[src/rtl/minhash_round_scheduler_if.sv]
// ---------------------------------------------------------------------------
// minhash_round_scheduler_if
//
// Bundles the job-issuer handshake and the MinHash datapath handshake of
// minhash_round_scheduler into one interface.
//
//   Job side : start, seedLoad, seed   (issuer -> scheduler)
//              busy, done, matchCount, error (scheduler -> issuer)
//   Datapath : dpStart, dpRandA, dpRandB (scheduler -> datapath)
//              dpDone, dpMinOne, dpMinTwo (datapath -> scheduler)
//
// Modports:
//   slave  - the scheduler itself
//   master - whatever drives the scheduler (issuer + datapath, or a bench)
// ---------------------------------------------------------------------------
interface minhash_round_scheduler_if #(
    parameter int KMER_W = 6,
    parameter int CNT_W  = 4
);
    logic                  start;
    logic                  seedLoad;
    logic [2*KMER_W-1:0]   seed;
    logic                  busy;
    logic                  done;
    logic [CNT_W-1:0]      matchCount;
    logic                  error;
    logic                  dpStart;
    logic [KMER_W-1:0]     dpRandA;
    logic [KMER_W-1:0]     dpRandB;
    logic                  dpDone;
    logic [KMER_W-1:0]     dpMinOne;
    logic [KMER_W-1:0]     dpMinTwo;

    modport slave (
        input  start, seedLoad, seed, dpDone, dpMinOne, dpMinTwo,
        output busy, done, matchCount, error, dpStart, dpRandA, dpRandB
    );

    modport master (
        output start, seedLoad, seed, dpDone, dpMinOne, dpMinTwo,
        input  busy, done, matchCount, error, dpStart, dpRandA, dpRandB
    );
endinterface

[src/rtl/minhash_round_scheduler.sv]
// ---------------------------------------------------------------------------
// minhash_round_scheduler
//
// Runs a shared MinHash datapath through NUM_HASH rounds per comparison job.
// Every round takes a fresh (randA, randB) pair from a 12-bit Fibonacci LFSR,
// launches the datapath, waits for its two sequence minima and counts the
// rounds in which they are equal. matchCount / NUM_HASH estimates Jaccard
// similarity.
//
// Ports:
//   clk  - rising-edge clock
//   rst  - asynchronous active-high reset
//   bus  - minhash_round_scheduler_if.slave:
//            start/seedLoad/seed in, busy/done/matchCount/error out,
//            dpStart/dpRandA/dpRandB out, dpDone/dpMinOne/dpMinTwo in
//
// Optional feature (macro MINHASH_TIMEOUT_EN):
//   A watchdog counts WAIT cycles; after TIMEOUT cycles without dpDone the
//   job ends through DONE with error=1 and the partial matchCount. error
//   stays set until the next accepted start. Without the macro no counter
//   exists, error is constant 0 and WAIT waits indefinitely.
// ---------------------------------------------------------------------------
module minhash_round_scheduler #(
    parameter int                  KMER_W    = 6,
    parameter int                  NUM_HASH  = 8,
    parameter int                  CNT_W     = 4,
    parameter logic [2*KMER_W-1:0] LFSR_SEED = 12'hACE,
    parameter int                  TIMEOUT   = 64
) (
    input  logic                      clk,
    input  logic                      rst,
    minhash_round_scheduler_if.slave  bus
);
    localparam int LFSR_W = 2 * KMER_W;

    typedef enum logic [1:0] {
        S_IDLE  = 2'd0,
        S_ISSUE = 2'd1,
        S_WAIT  = 2'd2,
        S_DONE  = 2'd3
    } state_t;

    state_t              state_q, state_d;
    logic [LFSR_W-1:0]   lfsr_q, lfsr_d;
    logic [LFSR_W-1:0]   lfsr_step;
    logic [CNT_W-1:0]    round_q, round_d;
    logic [CNT_W-1:0]    match_q, match_d;
    logic                busy_q, busy_d;
    logic                done_q, done_d;
    logic                dp_start_q, dp_start_d;

`ifdef MINHASH_TIMEOUT_EN
    localparam int WD_W = $clog2(TIMEOUT + 1);
    logic [WD_W-1:0]     wd_q, wd_d;
    logic                error_q, error_d;
`endif

    // Shift left, feedback from taps 11,10,9,3 into bit 0.
    assign lfsr_step = {lfsr_q[LFSR_W-2:0],
                        lfsr_q[LFSR_W-1] ^ lfsr_q[LFSR_W-2] ^
                        lfsr_q[LFSR_W-3] ^ lfsr_q[3]};

    always_comb begin
        state_d = state_q;
        lfsr_d  = lfsr_q;
        round_d = round_q;
        match_d = match_q;
`ifdef MINHASH_TIMEOUT_EN
        wd_d    = wd_q;
        error_d = error_q;
`endif
        case (state_q)
            S_IDLE: begin
                // A seed load wins over a simultaneous start.
                if (bus.seedLoad) begin
                    lfsr_d = (bus.seed == '0) ? LFSR_SEED : bus.seed;
                end else if (bus.start) begin
                    match_d = '0;
                    round_d = '0;
                    state_d = S_ISSUE;
`ifdef MINHASH_TIMEOUT_EN
                    error_d = 1'b0;
`endif
                end
            end
            S_ISSUE: begin
                // Any dpDone seen here belongs to nothing and is dropped.
                state_d = S_WAIT;
`ifdef MINHASH_TIMEOUT_EN
                wd_d    = '0;
`endif
            end
            S_WAIT: begin
                if (bus.dpDone) begin
                    if (bus.dpMinOne == bus.dpMinTwo) begin
                        match_d = match_q + CNT_W'(1);
                    end
                    lfsr_d  = lfsr_step;
                    round_d = round_q + CNT_W'(1);
                    state_d = (round_q == CNT_W'(NUM_HASH - 1)) ? S_DONE : S_ISSUE;
                end
`ifdef MINHASH_TIMEOUT_EN
                else if (wd_q == WD_W'(TIMEOUT - 1)) begin
                    // TIMEOUT WAIT cycles elapsed with no result: abort job.
                    state_d = S_DONE;
                    error_d = 1'b1;
                end else begin
                    wd_d = wd_q + WD_W'(1);
                end
`endif
            end
            S_DONE: begin
                state_d = S_IDLE;
            end
            default: begin
                state_d = S_IDLE;
            end
        endcase

        // Outputs are registered from the next state so they line up with it.
        busy_d     = (state_d != S_IDLE);
        done_d     = (state_d == S_DONE);
        dp_start_d = (state_d == S_ISSUE);
    end

    always_ff @(posedge clk or posedge rst) begin
        if (rst) begin
            state_q    <= S_IDLE;
            lfsr_q     <= LFSR_SEED;
            round_q    <= '0;
            match_q    <= '0;
            busy_q     <= 1'b0;
            done_q     <= 1'b0;
            dp_start_q <= 1'b0;
`ifdef MINHASH_TIMEOUT_EN
            wd_q       <= '0;
            error_q    <= 1'b0;
`endif
        end else begin
            state_q    <= state_d;
            lfsr_q     <= lfsr_d;
            round_q    <= round_d;
            match_q    <= match_d;
            busy_q     <= busy_d;
            done_q     <= done_d;
            dp_start_q <= dp_start_d;
`ifdef MINHASH_TIMEOUT_EN
            wd_q       <= wd_d;
            error_q    <= error_d;
`endif
        end
    end

    assign bus.busy       = busy_q;
    assign bus.done       = done_q;
    assign bus.matchCount = match_q;
    assign bus.dpStart    = dp_start_q;
    // Multiplier forced odd; both values held by the LFSR until dpDone.
    assign bus.dpRandA    = {lfsr_q[LFSR_W-1 -: KMER_W-1], 1'b1};
    assign bus.dpRandB    = lfsr_q[KMER_W-1:0];

`ifdef MINHASH_TIMEOUT_EN
    assign bus.error      = error_q;
`else
    // No watchdog: constant-false for any legal TIMEOUT, keeps it referenced.
    assign bus.error      = (TIMEOUT < 0);
`endif

endmodule
[src/flat_wrapper.sv]
// flat-port wrapper written by rule: the top's interface ports become plain ports
module minhash_round_scheduler_flat 
#(
    parameter int                  KMER_W    = 6,
    parameter int                  NUM_HASH  = 8,
    parameter int                  CNT_W     = 4,
    parameter logic [2*KMER_W-1:0] LFSR_SEED = 12'hACE,
    parameter int                  TIMEOUT   = 64
)
  (clk, rst, bus_start, bus_seedLoad, bus_seed, bus_dpDone, bus_dpMinOne, bus_dpMinTwo, bus_busy, bus_done, bus_matchCount, bus_error, bus_dpStart, bus_dpRandA, bus_dpRandB);
  minhash_round_scheduler_if #(.KMER_W(KMER_W), .CNT_W(CNT_W)) bus_i ();
  input  logic clk;
  input  logic rst;
  input wire logic [$bits(bus_i.start)-1:0] bus_start;
  input wire logic [$bits(bus_i.seedLoad)-1:0] bus_seedLoad;
  input wire logic [$bits(bus_i.seed)-1:0] bus_seed;
  input wire logic [$bits(bus_i.dpDone)-1:0] bus_dpDone;
  input wire logic [$bits(bus_i.dpMinOne)-1:0] bus_dpMinOne;
  input wire logic [$bits(bus_i.dpMinTwo)-1:0] bus_dpMinTwo;
  output wire logic [$bits(bus_i.busy)-1:0] bus_busy;
  output wire logic [$bits(bus_i.done)-1:0] bus_done;
  output wire logic [$bits(bus_i.matchCount)-1:0] bus_matchCount;
  output wire logic [$bits(bus_i.error)-1:0] bus_error;
  output wire logic [$bits(bus_i.dpStart)-1:0] bus_dpStart;
  output wire logic [$bits(bus_i.dpRandA)-1:0] bus_dpRandA;
  output wire logic [$bits(bus_i.dpRandB)-1:0] bus_dpRandB;
  assign bus_i.start = bus_start;
  assign bus_i.seedLoad = bus_seedLoad;
  assign bus_i.seed = bus_seed;
  assign bus_i.dpDone = bus_dpDone;
  assign bus_i.dpMinOne = bus_dpMinOne;
  assign bus_i.dpMinTwo = bus_dpMinTwo;
  assign bus_busy = bus_i.busy;
  assign bus_done = bus_i.done;
  assign bus_matchCount = bus_i.matchCount;
  assign bus_error = bus_i.error;
  assign bus_dpStart = bus_i.dpStart;
  assign bus_dpRandA = bus_i.dpRandA;
  assign bus_dpRandB = bus_i.dpRandB;
  minhash_round_scheduler #(.KMER_W(KMER_W), .NUM_HASH(NUM_HASH), .CNT_W(CNT_W), .LFSR_SEED(LFSR_SEED), .TIMEOUT(TIMEOUT)) u_core (.clk(clk), .rst(rst), .bus(bus_i));
endmodule
[config.mk]
export PLATFORM = sky130hd
export DESIGN_NAME = minhash_round_scheduler_flat
export DESIGN_NICKNAME = d
export VERILOG_FILES = /design/src/rtl/minhash_round_scheduler_if.sv /design/src/rtl/minhash_round_scheduler.sv /design/src/flat_wrapper.sv
export SDC_FILE = /design/constraint.sdc
export NUM_CORES = 1
export LEC_CHECK = 0
export ABC_CLOCK_PERIOD_IN_PS = 2050
export CORE_UTILIZATION = 39
export DETAILED_ROUTE_END_ITERATION = 10
export GPL_ROUTABILITY_DRIVEN = 0
export PLACE_DENSITY = 0.82
export SLEW_MARGIN = 25
export SYNTH_ARGS = -nofsm -noshare
export SYNTH_HDL_FRONTEND = slang
export SYNTH_SLANG_ARGS = --single-unit
[constraint.sdc]
create_clock -name clk -period 2.05 [get_ports clk]
set_clock_uncertainty 0.1 [all_clocks]
set_input_delay 0.41 -clock clk [delete_from_list [all_inputs] [get_ports clk]]
set_output_delay 0.41 -clock clk [all_outputs]
set_load 0.005 [all_outputs]
**After elaboration in Yosys (flattened, before gate mapping)**

Cells that the tools add are included.

- Add/sub/neg operators: 2
- Equality and inequality tests: 12
- Mux-type cells: 16
- Bitwise gates (word level): 3
- Reduce and logical (&&, ||, !) cells: 7

Operators with widths:

| kind | count |
|---|---|
| 12-bit two-way mux | 3 |
| 12-bit one-hot mux with 2 select lines | 1 |
| 4-bit two-way mux | 5 |
| 4-bit one-hot mux with 2 select lines | 2 |
| 12-bit logical NOT | 1 |
| 4-bit by 1-bit adder with 4-bit output (second input constant) | 2 |
| 2-bit two-way mux | 4 |
| 2-bit != test (second input constant) | 4 |
| 2-bit one-hot mux with 4 select lines | 1 |
| 2-bit == test (second input constant) | 3 |
| 6-bit == test | 1 |
| 5-bit AND reduction | 1 |
| 2-bit by 1-bit == test with 1-bit output (second input constant) | 2 |
| 4-bit by 3-bit == test with 1-bit output (second input constant) | 1 |
| 4-bit AND reduction | 1 |
| 2-bit nonzero test | 2 |
| 3-bit AND reduction | 1 |
| 1-bit XOR | 3 |
| 2-bit logical NOT | 1 |
| 2-bit by 1-bit != test with 1-bit output (second input constant) | 1 |

- Flip-flop bits (word level): 25
- Input bits: 29
- Output and inout port bits: 20

**Logic depth before layout (Yosys ltp)**

- Depth in word-level cells: 5
- Gate-level depth with buffers: 6
- Mapped depth without buffers: 6

**Least setup slack after synthesis**

Ideal clock, no wire load.

- Kind: register to register
- Start point: register u_core.state_q[0]
- End point: register u_core.match_q[3] (netlist: u_core.bus.matchCount[3])
- Arrival time: 1559 ps
- Setup slack: 271 ps
- Stages on the path, launching flop included: 6
- Period minus slack after synthesis: 1779 ps
- Cells stage by stage: dfrtp_1 -> buf_6 -> nand2b_4 -> or4_4 -> or2_0 -> a31o_1

- Word-level cells in the longest chain between the ends: 3

Ends and longest elaborated chain:

| element | line | source |
|---|---|---|
| start, declared | minhash_round_scheduler.sv:43 | `state_t state_q, state_d;` |
| start signal, assigned | minhash_round_scheduler.sv:140 | `state_q <= state_d;` |
| 2-bit == test or 2-bit logical NOT (tied branches) | minhash_round_scheduler.sv:72 | `case (state_q)` |
| 2-bit by 1-bit != test with 1-bit output (no source line) (tied with other cells) | - |  |
| 5-bit AND reduction (no source line) | - |  |
| end signal, assigned | minhash_round_scheduler.sv:143 | `match_q <= match_d;` |
| end, declared | minhash_round_scheduler.sv:47 | `logic [CNT_W-1:0] match_q, match_d;` |

Parallel ways exist; a longest one is shown, timed or not.
A chain may end at the register's enable or synchronous reset.

**Final worst setup path**

- Start point: register u_core.lfsr_q[7]
- End point: output port bus_dpRandA[1]

RTL lines:

| element | line | source |
|---|---|---|
| start, declared | minhash_round_scheduler.sv:44 | `logic [LFSR_W-1:0] lfsr_q, lfsr_d;` |
| start signal, assigned | minhash_round_scheduler.sv:141 | `lfsr_q <= lfsr_d;` |
| end, declared | flat_wrapper.sv:25 | `output wire logic [$bits(bus_i.dpRandA)-1:0] bus_dpRandA;` |

No word-level cell between the ends.

==> metrics.md <==
| Metric | Value |
|---|---|
| Ranking of synthesized cells by instance count | sky130_fd_sc_hd__nand2_1, sky130_fd_sc_hd__dfrtp_1, sky130_fd_sc_hd__buf_4 |
| Largest net degree at the start of global routing | 26 |
| Count of routing violations after the opening detailed-route iteration | 33 |
| Top-Level Pins | between 40 and 50 |
| Chip Height | ~62 microns |
| Reported leakage power | around 0.8 nW |
| Number of inserted diodes | 0 |
| Primary flip-flop cell chosen by synthesis mapping | sky130_fd_sc_hd__dfrtp_1 |
| Critical path's top delay family | flip-flops |
| Main area contributors after synthesis | sky130_fd_sc_hd__dfrtp_1, sky130_fd_sc_hd__dfstp_2, sky130_fd_sc_hd__buf_4 |
| Initial core utilization | ~42% |
| Worst ir drop on vdd | roughly 570 uV |
| Routed vias/inst | between 5 and 6 |
| Global-route wire length before repair | between 5 and 6 mm |
| Number of cells in the design after placement | 237 |
| Final core area utilization | approximately 56% |
| Share of the cycle needed by the critical path after routing | between 90% and 100% |
| Critical path peak fanout | 3 |
| Setup slack of the critical path after layout | roughly 0.15 ns |
| Yosys cell types | 39 |
| Antenna violations before repair | 0 |
| Max-slew violation count | 0 |
| Worst reg-to-reg path cell count | 4 |
| Die Outline Area | between 3000 and 4000 sq um |
| Total count of hold-check failures in the final report | 0 |
| Share of Yosys cell area claimed by the top area cell type | 31.7% |
| Met3 capacity usage during global routing | ~3.3% |
| Data arrival time of the critical path | approximately 1.4 ns |
| M1 GR Usage | 20.4% |
| Most Crowded Layer GR | met2 |
| Clock latency of the later-clocked register in the worst-skew pair | 0.31 ns |
| Via total after detailed routing | 1,240 |
| TritonCTS sink count | 25 |
| Slowest stage cell on the critical path | sky130_fd_sc_hd__dfstp_2 |
| Sum of overflow across all layers after global routing | 0 |
| Vias in the first global route | 1,177 |
| Area of all placed cells without fillers | about 1900 sq um |
| Worst Setup End Kind | primary output |
| Post-CTS Repair Setup Buffers | 0 |
| Post-CTS sizing | 0 |
| Cell chain of the critical path | clkdlybuf4s50_1 |
| Syn Area/Cell | 9.27 sq um |
| Library cell with the highest instance count after synthesis | sky130_fd_sc_hd__nand2_1 |
| Clock root cell | sky130_fd_sc_hd__clkbuf_4 |
| Area of the core | approximately 3400 sq um |
| Worst reg2reg path startpoint | u_core.state_q[1] |
| Register-to-Register Setup Slack | about 0.22 ns |
| Peak clock frequency supported by timing | 0.525 GHz |
| Worst Hold Class | input pin to asynchronous set/reset pin |
| Combined area of all synthesized cells | about 1400 sq um |
| Setup repair after global routing missed its margin | no |
| Cell Area, Placed | 1890 sq um |
| Async S/R FF share, synth | 100% |
| Required time of the critical path | between 1.5 and 2 ns |
| Net count, final | between 200 and 250 |
| Largest buffer count on any clock path | 2 |
| Met2 Track Usage GR | 29.7% |
| Post-synth net total | between 150 and 200 |
| Area added between synthesis and finish | 34.9% |
| Portion of the post-synthesis area used by sequential elements | between 40% and 50% |
| Time the final worst path needs with I/O delays and setup | between 1.5 and 2 ns |
| First-pass iteration count of the detailed router | 4 |
| Post-route insts no fill | 241 |
| Level count of the clock H-tree | 1 |
| Total of buffers placed on input and output ports | 46 |
| Minimum setup slack after placement | -0.152 ns |
| CP Launch Type | flop |
| Count of flip-flops with a built-in enable after synthesis | 0 |
| Critical register-to-register path endpoint | u_core.bus.matchCount[2] |
| Areal power density over the cells | ~1200 nW/um^2 |
| Half-perimeter wire length after detailed placement | 2.49 mm |
| Horizontal die dimension | between 60 and 70 microns |
| Detailed Route WL | roughly 3.2 mm |
| Max-Cap Viols | 0 |
| Longest individual stage delay on the worst path | around 0.57 ns |
| Synthesis-stage register bit count | 25 |
| Setup Viol. Count Final | 0 |
| CTS tree | yes |
| Worst path buffer plus inverter count | 1 |
| Number of standard-cell rows in the floorplan | 21 |
| Routed wire per std cell | about 13 microns |
| Largest area contributor in the netlist | sky130_fd_sc_hd__dfrtp_1 |
| Number of buffers created by CTS | 3 |
| Total DRC errors in the routed layout | 0 |
| Number of instances in the synthesized netlist | 153 |
| Number of routed nets with antenna violations | 0 |
| Cts hold-fix bufs | 0 |
| Synthesis Warnings | 0 |
| Reg clk slew, reported paths | ~0.13 ns |
| Run status | finished clean |
| Ratio of cells with drive above 1 in the final layout | 13.3% |
| Critical path depth in cells | 1 |
| All-Layer GR Usage | 17.3% |
| Category of the most critical setup path | flop to primary output |
==> worst max-delay path by stage <==
stage	startpoint	to	slack, ns
3_5_place_dp	bus_dpMinTwo[2]	u_core.bus.matchCount[2]	-0.15
3_3_place_gp	bus_dpMinTwo[2]	u_core.bus.matchCount[2]	-0.11
4_1_cts	u_core.lfsr_q[3]	bus_dpRandB[3]	0.14
2_1_floorplan	u_core.state_q[0]	u_core.bus.matchCount[3]	0.27
6_report	u_core.lfsr_q[7]	bus_dpRandA[1]	0.15
5_1_grt	u_core.lfsr_q[7]	bus_dpRandA[1]	0.09
==> cell usage in the layout, fill, tap and decap left out, drive strengths merged, types with 6 or more instances in the layout <==
cell type       n
o21ai          10
nor2           10
o22ai           7
a21oi           6
nand2          20
dfrtp          18
inv             6
buf            10
clkdlybuf4s50  46
xor2            7
dfstp           7
==> metal layers <==
metal	vias up	part of all wire (%)
li1	611	-
met1	582	44
met2	39	49
met3	8	4.7
met4	0	2.2
met5	-	0
==> through the flow <==
| step | hold slack [ns] | total power, mW | setup TNS, ns |
|---|---|---|---|
| finish | 0.325 | 2.25 | 0 |
| global route | 0.349 | 2.42 | 0 |
| CTS | 0.336 | 2.26 | 0 |
| detailed placement | 0.387 | 2.03 | -0.519 |
| global placement | 0.378 | 2.00 | -0.413 |
| floorplan | 0.332 | 1.64 | 0 |
==> state kept, by name, summed over array words and instances, names as in the netlist <==
register and flops:
u_core.bus.busy 1, u_core.bus.matchCount 4, u_core.bus.dpStart 1, u_core.round_q 4, u_core.state_q 2, u_core.bus.done 1
u_core.lfsr_q 12
==> cells by family after synthesis <==
kind of cell    Yosys count  share of synthesized area [%]
mux                       1                          0.705
compound gates           39                           18.0
other cells               2                          0.529
simple gates             49                           17.2
buf+inv                  24                           10.3
flops                    25                           44.7
xor+xnor                 11                           6.79
fa+ha+maj                 2                           1.76
==> power by group <==
part / internal (mW) / switching [mW] / leakage, nW / total, mW
clock: 0.0760 / 0.141 / 0.0150 / 0.217
sequential: 0.740 / 0.172 / 0.303 / 0.912
combinational: 0.602 / 0.517 / 0.485 / 1.12
total: 1.42 / 0.830 / 0.803 / 2.25
==> layout make-up <==
| cell class | count | area, sq um |
|---|---|---|
| Clock buffer | 4 | 26.3 |
| Fill cell | 335 | 1500 |
| Sequential cell | 25 | 634 |
| Multi-Input combinational cell | 104 | 638 |
| Tap cell | 46 | 57.6 |
| Inverter | 6 | 22.5 |
| Timing Repair Buffer | 56 | 536 |
Power figures use the tool's default switching activity.
